===== src/rtl/alu_bridge_pkg.sv =====
// Shared register map, STATUS/CTRL bit positions and the STATUS word packer
// for the Wishbone ALU result bridge.
package alu_bridge_pkg;

   typedef enum logic [1:0] {
      REG_DATA    = 2'd0,
      REG_STATUS  = 2'd1,
      REG_CTRL    = 2'd2,
      REG_PUSHCNT = 2'd3
   } reg_sel_e;

   localparam int ST_EMPTY    = 16;
   localparam int ST_FULL     = 17;
   localparam int ST_OVF      = 18;

   localparam int CTRL_DRAIN  = 0;
   localparam int CTRL_FLUSH  = 1;
   localparam int CTRL_OVFCLR = 2;

   function automatic logic [31:0] status_word(input logic [15:0] count,
                                               input logic empty,
                                               input logic full,
                                               input logic ovf);
      logic [31:0] w;
      w             = {16'd0, count};
      w[ST_EMPTY]   = empty;
      w[ST_FULL]    = full;
      w[ST_OVF]     = ovf;
      return w;
   endfunction

endpackage


===== src/rtl/wb_alu_result_bridge_sync_fifo.sv =====
// Power-of-two synchronous FIFO with flush; head word is presented
// combinationally (no output register).
module sync_fifo #(
   parameter int DEPTH = 8,
   parameter int WIDTH = 32
) (
   input  logic                     clk,
   input  logic                     rst_n,
   input  logic                     i_push,
   input  logic                     i_pop,
   input  logic                     i_flush,
   input  logic [WIDTH-1:0]         i_data,
   output logic [WIDTH-1:0]         o_data,
   output logic [$clog2(DEPTH):0]   o_count,
   output logic                     o_full,
   output logic                     o_empty
);
   localparam int PW = $clog2(DEPTH);
   localparam logic [PW:0] FULL_CNT = (PW+1)'(DEPTH);

   logic [WIDTH-1:0] r_mem [DEPTH];
   logic [PW-1:0]    r_wptr;
   logic [PW-1:0]    r_rptr;
   logic [PW:0]      r_count;
   logic             w_wr;
   logic             w_rd;

   // Full is judged on the pre-pop count, so a push while full is refused
   // even if a pop happens on the same edge.
   assign o_full  = (r_count == FULL_CNT);
   assign o_empty = (r_count == '0);
   assign o_count = r_count;
   assign o_data  = r_mem[r_rptr];
   assign w_wr    = i_push & ~o_full & ~i_flush;
   assign w_rd    = i_pop & ~o_empty;

   always_ff @(posedge clk) begin
      if (w_wr) begin
         r_mem[r_wptr] <= i_data;
      end
   end

   always_ff @(posedge clk) begin
      if (!rst_n) begin
         r_wptr  <= '0;
         r_rptr  <= '0;
         r_count <= '0;
      end else if (i_flush) begin
         r_wptr  <= '0;
         r_rptr  <= '0;
         r_count <= '0;
      end else begin
         if (w_wr) begin
            r_wptr <= r_wptr + PW'(1);
         end
         if (w_rd) begin
            r_rptr <= r_rptr + PW'(1);
         end
         case ({w_wr, w_rd})
            2'b10:   r_count <= r_count + (PW+1)'(1);
            2'b01:   r_count <= r_count - (PW+1)'(1);
            default: r_count <= r_count;
         endcase
      end
   end

endmodule


===== src/rtl/wb_alu_result_bridge.sv =====
// Wishbone classic slave that queues ALU results and streams them to the LED
// stage. Define ALU_BRIDGE_PUSHCNT_EN to implement the PUSHCNT register.
module wb_alu_result_bridge
   import alu_bridge_pkg::*;
#(
   parameter int DEPTH = 8,
   parameter int AW    = 4
) (
   input  logic          clk,
   input  logic          rst_n,
   input  logic          wb_cyc_i,
   input  logic          wb_stb_i,
   input  logic          wb_we_i,
   input  logic [AW-1:0] wb_adr_i,
   input  logic [31:0]   wb_dat_i,
   input  logic [3:0]    wb_sel_i,
   output logic [31:0]   wb_dat_o,
   output logic          wb_ack_o,
   output logic [31:0]   alu_result_out,
   output logic          alu_valid_out
);
   localparam int CW = $clog2(DEPTH) + 1;

   logic          r_ack;
   logic [31:0]   r_dat;
   logic          r_drain_en;
   logic          r_ovf;
   logic          r_valid;
   logic [31:0]   r_result;

   logic          w_req;
   reg_sel_e      w_sel;
   logic          w_ctrl_wr;
   logic          w_push;
   logic          w_pop;
   logic          w_flush;
   logic          w_full;
   logic          w_empty;
   logic [CW-1:0] w_count;
   logic [31:0]   w_head;
   logic [31:0]   w_rdata;
   logic [31:0]   w_pushcnt;
   logic          w_unused_bits;

   assign w_unused_bits = ^{wb_sel_i, wb_adr_i};

   // Holding stb through the ack cycle must not raise a second request.
   assign w_req     = wb_cyc_i & wb_stb_i & ~r_ack;
   assign w_sel     = reg_sel_e'(wb_adr_i[3:2]);
   assign w_ctrl_wr = w_req & wb_we_i & (w_sel == REG_CTRL);
   assign w_push    = w_req & wb_we_i & (w_sel == REG_DATA);
   assign w_flush   = w_ctrl_wr & wb_dat_i[CTRL_FLUSH];
   assign w_pop     = r_drain_en & ~w_empty;

   sync_fifo #(
      .DEPTH (DEPTH),
      .WIDTH (32)
   ) u_fifo (
      .clk     (clk),
      .rst_n   (rst_n),
      .i_push  (w_push),
      .i_pop   (w_pop),
      .i_flush (w_flush),
      .i_data  (wb_dat_i),
      .o_data  (w_head),
      .o_count (w_count),
      .o_full  (w_full),
      .o_empty (w_empty)
   );

`ifdef ALU_BRIDGE_PUSHCNT_EN
   logic [31:0] r_pushcnt;

   always_ff @(posedge clk) begin
      if (!rst_n) begin
         r_pushcnt <= 32'd0;
      end else if (w_push & ~w_full) begin
         r_pushcnt <= r_pushcnt + 32'd1;
      end
   end

   assign w_pushcnt = r_pushcnt;
`else
   assign w_pushcnt = 32'd0;
`endif

   always_comb begin
      w_rdata = 32'd0;
      case (w_sel)
         REG_STATUS:  w_rdata = status_word(16'(w_count), w_empty, w_full, r_ovf);
         REG_CTRL:    w_rdata = {31'd0, r_drain_en};
         REG_PUSHCNT: w_rdata = w_pushcnt;
         default:     w_rdata = 32'd0;
      endcase
   end

   always_ff @(posedge clk) begin
      if (!rst_n) begin
         r_ack      <= 1'b0;
         r_dat      <= 32'd0;
         r_drain_en <= 1'b1;
         r_ovf      <= 1'b0;
      end else begin
         r_ack <= w_req;
         r_dat <= (w_req & ~wb_we_i) ? w_rdata : 32'd0;
         if (w_ctrl_wr) begin
            r_drain_en <= wb_dat_i[CTRL_DRAIN];
         end
         if (w_push & w_full) begin
            r_ovf <= 1'b1;
         end else if (w_ctrl_wr & wb_dat_i[CTRL_OVFCLR]) begin
            r_ovf <= 1'b0;
         end
      end
   end

   always_ff @(posedge clk) begin
      if (!rst_n) begin
         r_valid  <= 1'b0;
         r_result <= 32'd0;
      end else begin
         r_valid <= w_pop;
         if (w_pop) begin
            r_result <= w_head;
         end
      end
   end

   assign wb_ack_o       = r_ack;
   assign wb_dat_o       = r_dat;
   assign alu_valid_out  = r_valid;
   assign alu_result_out = r_result;

endmodule

===== config.mk =====
export PLATFORM = sky130hd
export DESIGN_NAME = wb_alu_result_bridge
export DESIGN_NICKNAME = d
export VERILOG_FILES = /design/src/rtl/alu_bridge_pkg.sv /design/src/rtl/wb_alu_result_bridge_sync_fifo.sv /design/src/rtl/wb_alu_result_bridge.sv
export SDC_FILE = /design/constraint.sdc
export NUM_CORES = 1
export LEC_CHECK = 0
export BUFFER_PORTS_ARGS = -buffer_cell sky130_fd_sc_hd__buf_2
export CORE_MARGIN = 3
export CORE_UTILIZATION = 45
export DETAILED_ROUTE_END_ITERATION = 8
export PLACE_DENSITY = 0.73
export SYNTH_ARGS = -nofsm -noshare
export SYNTH_HDL_FRONTEND = slang
export SYNTH_SLANG_ARGS = --single-unit

===== constraint.sdc =====
create_clock -name clk -period 6.15 [get_ports clk]
set_clock_uncertainty 0.15 [all_clocks]
set_input_delay 0.3075 -clock clk [delete_from_list [all_inputs] [get_ports clk]]
set_output_delay 0.3075 -clock clk [all_outputs]
set_load 0.01 [all_outputs]

==> results of run 1 <==
-- stage by stage --
step / total power, mW / setup slack [ns]
floorplan: 3.42 / 2.19
global placement: 3.62 / 3.32
detailed placement: 3.66 / 3.28
CTS: 5.40 / 3.32
global route: 5.58 / 3.13
finish: 5.35 / 3.30
-- layer usage --
layer	wire length, um	vias to the layer above	global-route usage
li1	-	2664	-
met1	9460	3040	0.216
met2	11700	212	0.285
met3	1510	37	0.0319
met4	425	0	0.0349
met5	0	-	0
-- cell type report --
| type | instances | area share |
|---|---|---|
| multi-input combinational | 270 | 0.196 |
| clock buffer | 38 | 0.0588 |
| tap | 330 | 0.0303 |
| inverter | 5 | 0.00138 |
| clock inverter | 18 | 0.00972 |
| timing repair buffer | 127 | 0.0620 |
| sequential | 309 | 0.642 |
-- flip-flops by register name (all words and copies together) (netlist names) --
register,count
u_fifo.r_mem,256
u_fifo.r_rptr,3
alu_valid_out,1
wb_dat_o,7
wb_ack_o,1
u_fifo.r_wptr,3
u_fifo.o_count,4
alu_result_out,32
r_ovf,1
r_drain_en,1
-- where the power goes --
part | internal (mW) | total (mW) | switching [mW]
sequential | 2.37 | 2.48 | 0.106
combinational | 0.533 | 1.14 | 0.609
clock | 1.00 | 1.73 | 0.728
total | 3.91 | 5.35 | 1.44
-- tightest hold or removal path: cells and delay by family --
kind	cells	cell delay, ns
fa+ha+maj	1	0.14
simple gates	1	0.14
buf+inv	2	0.19
-- cell families (layout without fill, tap and decap cells) --
group,count (synthesis),after routing,synth area share
compound gates,74,74,0.0371
fa+ha+maj,8,8,0.00853
mux,67,67,0.125
xor+xnor,7,7,0.00523
buf+inv,61,188,0.0387
other cells,1,25,0.000320
simple gates,89,89,0.0391
flops,309,309,0.746
-- what timing repair did --
item / CTS / global route
hold buffers: 36 / 0
hold endpoints to repair: 263 / 0
setup endpoints to repair: 0 / 0
-- cell usage after synthesis, types with 2 or more instances --
cell	count	area (sq um)
buf_4	27	203
xnor2_1	2	17.5
nor4b_1	2	17.5
nand2b_1	2	12.5
o21ai_0	6	30.0
dfxtp_1	53	1060
mux2i_1	3	30.0
edfxtp_1	256	7690
buf_2	9	45.0
xor2_1	5	43.8
o22ai_1	32	200
nand3_1	6	30.0
nand2_1	7	26.3
mux4_2	64	1440
o21ai_1	29	145
buf_6	15	169
ha_1	8	100
inv_1	5	18.8
a21oi_1	3	15.0
clkbuf_1	5	18.8
nor2b_1	2	12.5
nor3_1	2	10.0
and2_1	5	31.3
nor2_1	48	180
-- path summary, 6_finish.rpt --
path	endpoint	slack, ns	start	cells after the start
worst max-delay path	u_fifo.r_mem[1][16]	3.30	wb_we_i	7
worst min-delay path	wb_dat_o[16]	0.12	wb_adr_i[3]	4
worst max register to register	u_fifo.o_count[2]	3.31	u_fifo.o_count[0]	8
worst min register to register	wb_dat_o[18]	0.33	r_ovf	1
-- cell usage in the layout (no fill, tap or decap), types with 6 or more instances in the layout --
cell,instances
nand3_1,6
nand2_1,7
clkbuf_16,31
clkinv_1,8
nor2_4,6
dlygate4sd3_1,36
o21ai_1,29
buf_2,79
o21ai_0,6
dfxtp_1,51
clkinv_2,7
edfxtp_1,256
buf_4,12
clkbuf_1,7
nor2_1,42
ha_1,8
conb_1,25
o22ai_1,32
mux4_2,64
==> metrics, run 1 <==
IO buf count around 80; worst hold-check path type in -> reg; Post-DP Area between 10000 and 15000 sq um; CTS tree yes; global-route wire length before repair between 30000 and 40000 um; CTS Buf Count 31; DIE WIDTH around 170 um; buffers plus inverters on the worst setup path 3; maximum fanout along the worst path 18; sequential fraction of the synthesis area 0.746; clock sink count approximately 300; CP cell instances dlygate4sd3_1, buf_2, and4b_1, nand4_2, or2b_1, nor2_4, buf_4; Row Count a little under 60; final std cells w/o fill approximately 1100; Period Utilization, post-route 0.463; Detailed Place HPWL about 13000 um; Routed WL per cell around 21 um; power per cell area 392 nW/um^2; GPL Wtd Cong around 0.75; fin util 0.537; kind of start point of the critical path primary input; Fin Setup TNS 0 ns; Final Setup Violations 0; fin nets between 700 and 800; Ports about 110; number of flops mapped to enable cells by yosys approximately 260; Max Cap Viol 0; flops & latches, synth 309; worst hold slack approximately 0.12 ns; initial core utilization 0.462; vias per cell 5.43; RSZ-0062 raised after global routing no; ys flop type edfxtp_1; Slew @ Worst Pin 0.951 ns; drt first pass iters 5; Total Wirelength ~23000 um; vias in the first global route between 6000 and 7000; antenna violations before repair 0; synth warn 0; Synth Instances roughly 620; Synth async-reset ratio 0; initial DRC count between 500 and 600; Max Root-Sink Buffers 3; Slew Limit Fails 0; crit path kind in -> reg; ant diodes 0; PostCTS Resize Cnt 0; chip height ~170 um; status completed; Syn Std Cell Area 11700 sq um; Sequential Area 8750 sq um; Clk pin slew, worst setup/hold paths 0.06 ns; GRT Total Usage 0.163; worst path required time a little over 6 ns; critical path's largest stage delay around 0.53 ns; final count of hold timing violations 0; Final Instance Area between 10000 and 15000 sq um; drc violations 0; Max VDD drop roughly 0.27 mV; post-CTS setup repair buffer count 0; Max-slew headroom 0.366; Static Leakage approximately 4.6 nW; CP max stage cell dlygate4sd3_1; routed vias 5953; Arr. time, crit path about 2.9 ns; Tmin final 2.85 ns; fillers 1972; die area between 20000 and 30000 sq um; share of cells above drive strength 1 0.278; Cell variety after synth 44; CTS root buf clkbuf_16; Avg Inst Size Synth between 15 and 20 sq um; Area Overhead vs Synth 16.3%; largest net degree at the start of global routing 67; Final ANT Viol Nets 0; cell family with most CP delay simple AND/OR/NAND/NOR gates; Clk Latency, worst-skew pair 0.54 ns; dpl cells 1005; GRT overflow 0; Max Freq between 300 and 400 MHz; number of H-tree levels 1; Worst setup EP type register; Core Region approximately 25000 sq um; area occupied by multi-input gates approximately 2700 sq um
No activity file was read; power rests on OpenSTA's default activity.
==> inputs of run 2 (changes only) <==
--- a/config.mk
+++ b/config.mk
@@ -9,7 +9,7 @@
 export CORE_MARGIN = 3
 export CORE_UTILIZATION = 45
 export DETAILED_ROUTE_END_ITERATION = 8
-export PLACE_DENSITY = 0.73
+export PLACE_DENSITY = 0.76
 export SYNTH_ARGS = -nofsm -noshare
 export SYNTH_HDL_FRONTEND = slang
 export SYNTH_SLANG_ARGS = --single-unit
==> constraint.sdc (replaced) <==
create_clock -name clk -period 2.3 [get_ports clk]
set_clock_uncertainty 0.15 [all_clocks]
set_input_delay 0.115 -clock clk [delete_from_list [all_inputs] [get_ports clk]]
set_output_delay 0.115 -clock clk [all_outputs]
set_load 0.01 [all_outputs]
==> run 2 against run 1 <==
Compared with the run above: the run now ends with negative setup slack left; combinational power rose to 3.1 times the previous value; sequential share of layout area fell by 3.3 points; non-clock buffer count rose by 44; cell count rose by 4.2%; routed wire length fell by 0.29%; flip-flop and latch count did not move; critical path depth rose by 2; via count rose by 1.4%; critical path type is now reg -> reg; largest power group unchanged; highest routed layer unchanged.
==> metrics, run 2 (synthesized netlist as in run 1, its figures left out) <==
IO buf count 79 (unchanged); CTS root buf clkbuf_16 (unchanged); Max Freq 429 MHz; GRT overflow 0 (unchanged); maximum fanout along the worst path 3 (was 18); Tmin final about 2.3 ns; power per cell area 1030 nW/um^2 (was 392 nW/um^2); initial DRC count 550 (was 597); GRT Total Usage 0.162 (was 0.163); drt first pass iters 5 (unchanged); share of cells above drive strength 1 0.335 (was 0.278); Max Root-Sink Buffers 3 (unchanged); vias per cell 5.28 (was 5.43); initial core utilization 0.462 (unchanged); Max-slew headroom 0.635 (was 0.366); Static Leakage 4.94 nW (was 4.64 nW); global-route wire length before repair 35900 um (was 35600 um); commonest non-fill, non-tap cell in the layout edfxtp_1 (unchanged); largest reg by FF count u_fifo.r_mem (unchanged); Detailed Place HPWL 13200 um (was 12900 um); worst hold-check path type in -> reg (unchanged); DIE WIDTH 167 um (unchanged); Ports 111 (unchanged); fin nets 841 (was 797); Fin Setup TNS -0.0321 ns (was 0 ns); kind of start point of the critical path register (was primary input); fin util 0.566 (was 0.537); final worst setup slack -0.0321 ns (was 3.30 ns); drc violations 0 (unchanged); GPL Wtd Cong 0.743 (was 0.754); fillers 1898 (was 1972); CTS Buf Count 31 (unchanged); Max VDD drop 0.669 mV (was 0.271 mV); Final ANT Viol Nets 0 (unchanged); Slew @ Worst Pin 0.546 ns (was 0.951 ns); Worst setup EP type register (unchanged); chip height 167 um (unchanged); number of H-tree levels 1 (unchanged); Total Wirelength 23000 um (was 23100 um); antenna violations before repair 1 (was 0); Clk pin slew, worst setup/hold paths 0.06 ns (about the same); crit path kind reg -> reg (was in -> reg); Period Utilization, post-route 1.01; worst path required time 2.62 ns (was 6.21 ns); Slew Limit Fails 0 (unchanged); clock sink count 309 (unchanged); RSZ-0062 raised after global routing yes (was no); failing checks negative setup slack; Clk Latency, worst-skew pair 0.54 ns (about the same); Sequential Area 8760 sq um (was 8750 sq um); largest net degree at the start of global routing 67 (unchanged); max reg flops 256 (unchanged); Arr. time, crit path 2.65 ns (was 2.91 ns); Area Overhead vs Synth 22.5% (was 16.3%); Core Region 25400 sq um (unchanged); Row Count 58 (unchanged); final count of hold timing violations 0 (unchanged); Final Setup Violations 1 (was 0); most frequent cells in the layout 256 x edfxtp_1, 79 x buf_2, 64 x mux4_2, 48 x dfxtp_1, 42 x nor2_1 (was 256 x edfxtp_1, 79 x buf_2, 64 x mux4_2, 51 x dfxtp_1, 42 x nor2_1); Max Cap Viol 0 (unchanged); CTS tree yes (unchanged); routed vias 6038 (was 5953); worst hold slack 0.157 ns (was 0.122 ns); die area 28000 sq um (unchanged); status finished with violations (was completed); vias in the first global route 6248 (was 6105); area occupied by multi-input gates 2750 sq um (was 2680 sq um); Routed WL per cell 20.1 um (was 21.0 um)
==> run 2: path summary, 6_finish.rpt <==
kind         slack [ns]           endpoint         startpoint  cells after the start
max               -0.03  u_fifo.o_count[2]  u_fifo.o_count[0]                      9
min                0.16         r_drain_en           wb_stb_i                      5
max reg2reg       -0.03  u_fifo.o_count[2]  u_fifo.o_count[0]                      9
min reg2reg        0.31       wb_dat_o[18]              r_ovf                      1
==> run 2: timing repair <==
item,CTS,global route
resized for setup,6,13
endpoints found under the hold margin,266,0
setup endpoints to repair,2,88
gates cloned,0,3
buffers inserted,3,8
hold buffers,38,0
pin swaps,8,6
==> run 2: metal layers <==
metal	GRT usage	share of wire	vias up
met3	0.0262	0.054	26
met1	0.227	0.44	3057
met5	0	0	-
met4	0.0320	0.014	0
li1	-	-	2756
met2	0.275	0.50	199
==> run 2: per-stage QoR <==
| stage | power (mW) | cells | instance area, sq um | worst slack [ns] |
|---|---|---|---|---|
| floorplan | 9.19 | 640 | 11900 | -0.220 |
| global placement | 10.0 | 1033 | 12800 | -0.0317 |
| detailed placement | 10.1 | 1033 | 12800 | -0.0580 |
| CTS | 14.9 | 1131 | 14200 | -0.0228 |
| global route | 15.5 | 1143 | 14400 | -0.0823 |
| finish | 14.7 | 1143 | 14400 | -0.0321 |
==> run 2: power by group <==
group	total, mW	switching [mW]	internal [mW]
Clock	4.64	1.97	2.67
Combinational	3.57	1.81	1.77
Sequential	6.53	0.190	6.34
Total	14.7	3.97	10.8
==> run 2: critical path: stages, from the launching register on <==
cell and delay [ns]:
dfxtp_2 0.32, or4b_4 0.56, nand4_4 0.13, ha_4 0.15
xor2_1 0.15, ha_2 0.19, a21oi_2 0.04, xor2_1 0.14
or3_1 0.31, a21oi_1 0.12
==> run 2: final cells by class <==
cell class	instances	share of cell area
antenna	1	0.000174
clock buffer	39	0.0581
clock inverter	18	0.00818
inverter	5	0.00131
multi-input combinational	270	0.191
sequential	309	0.609
tap	330	0.0287
timing repair buffer	171	0.103
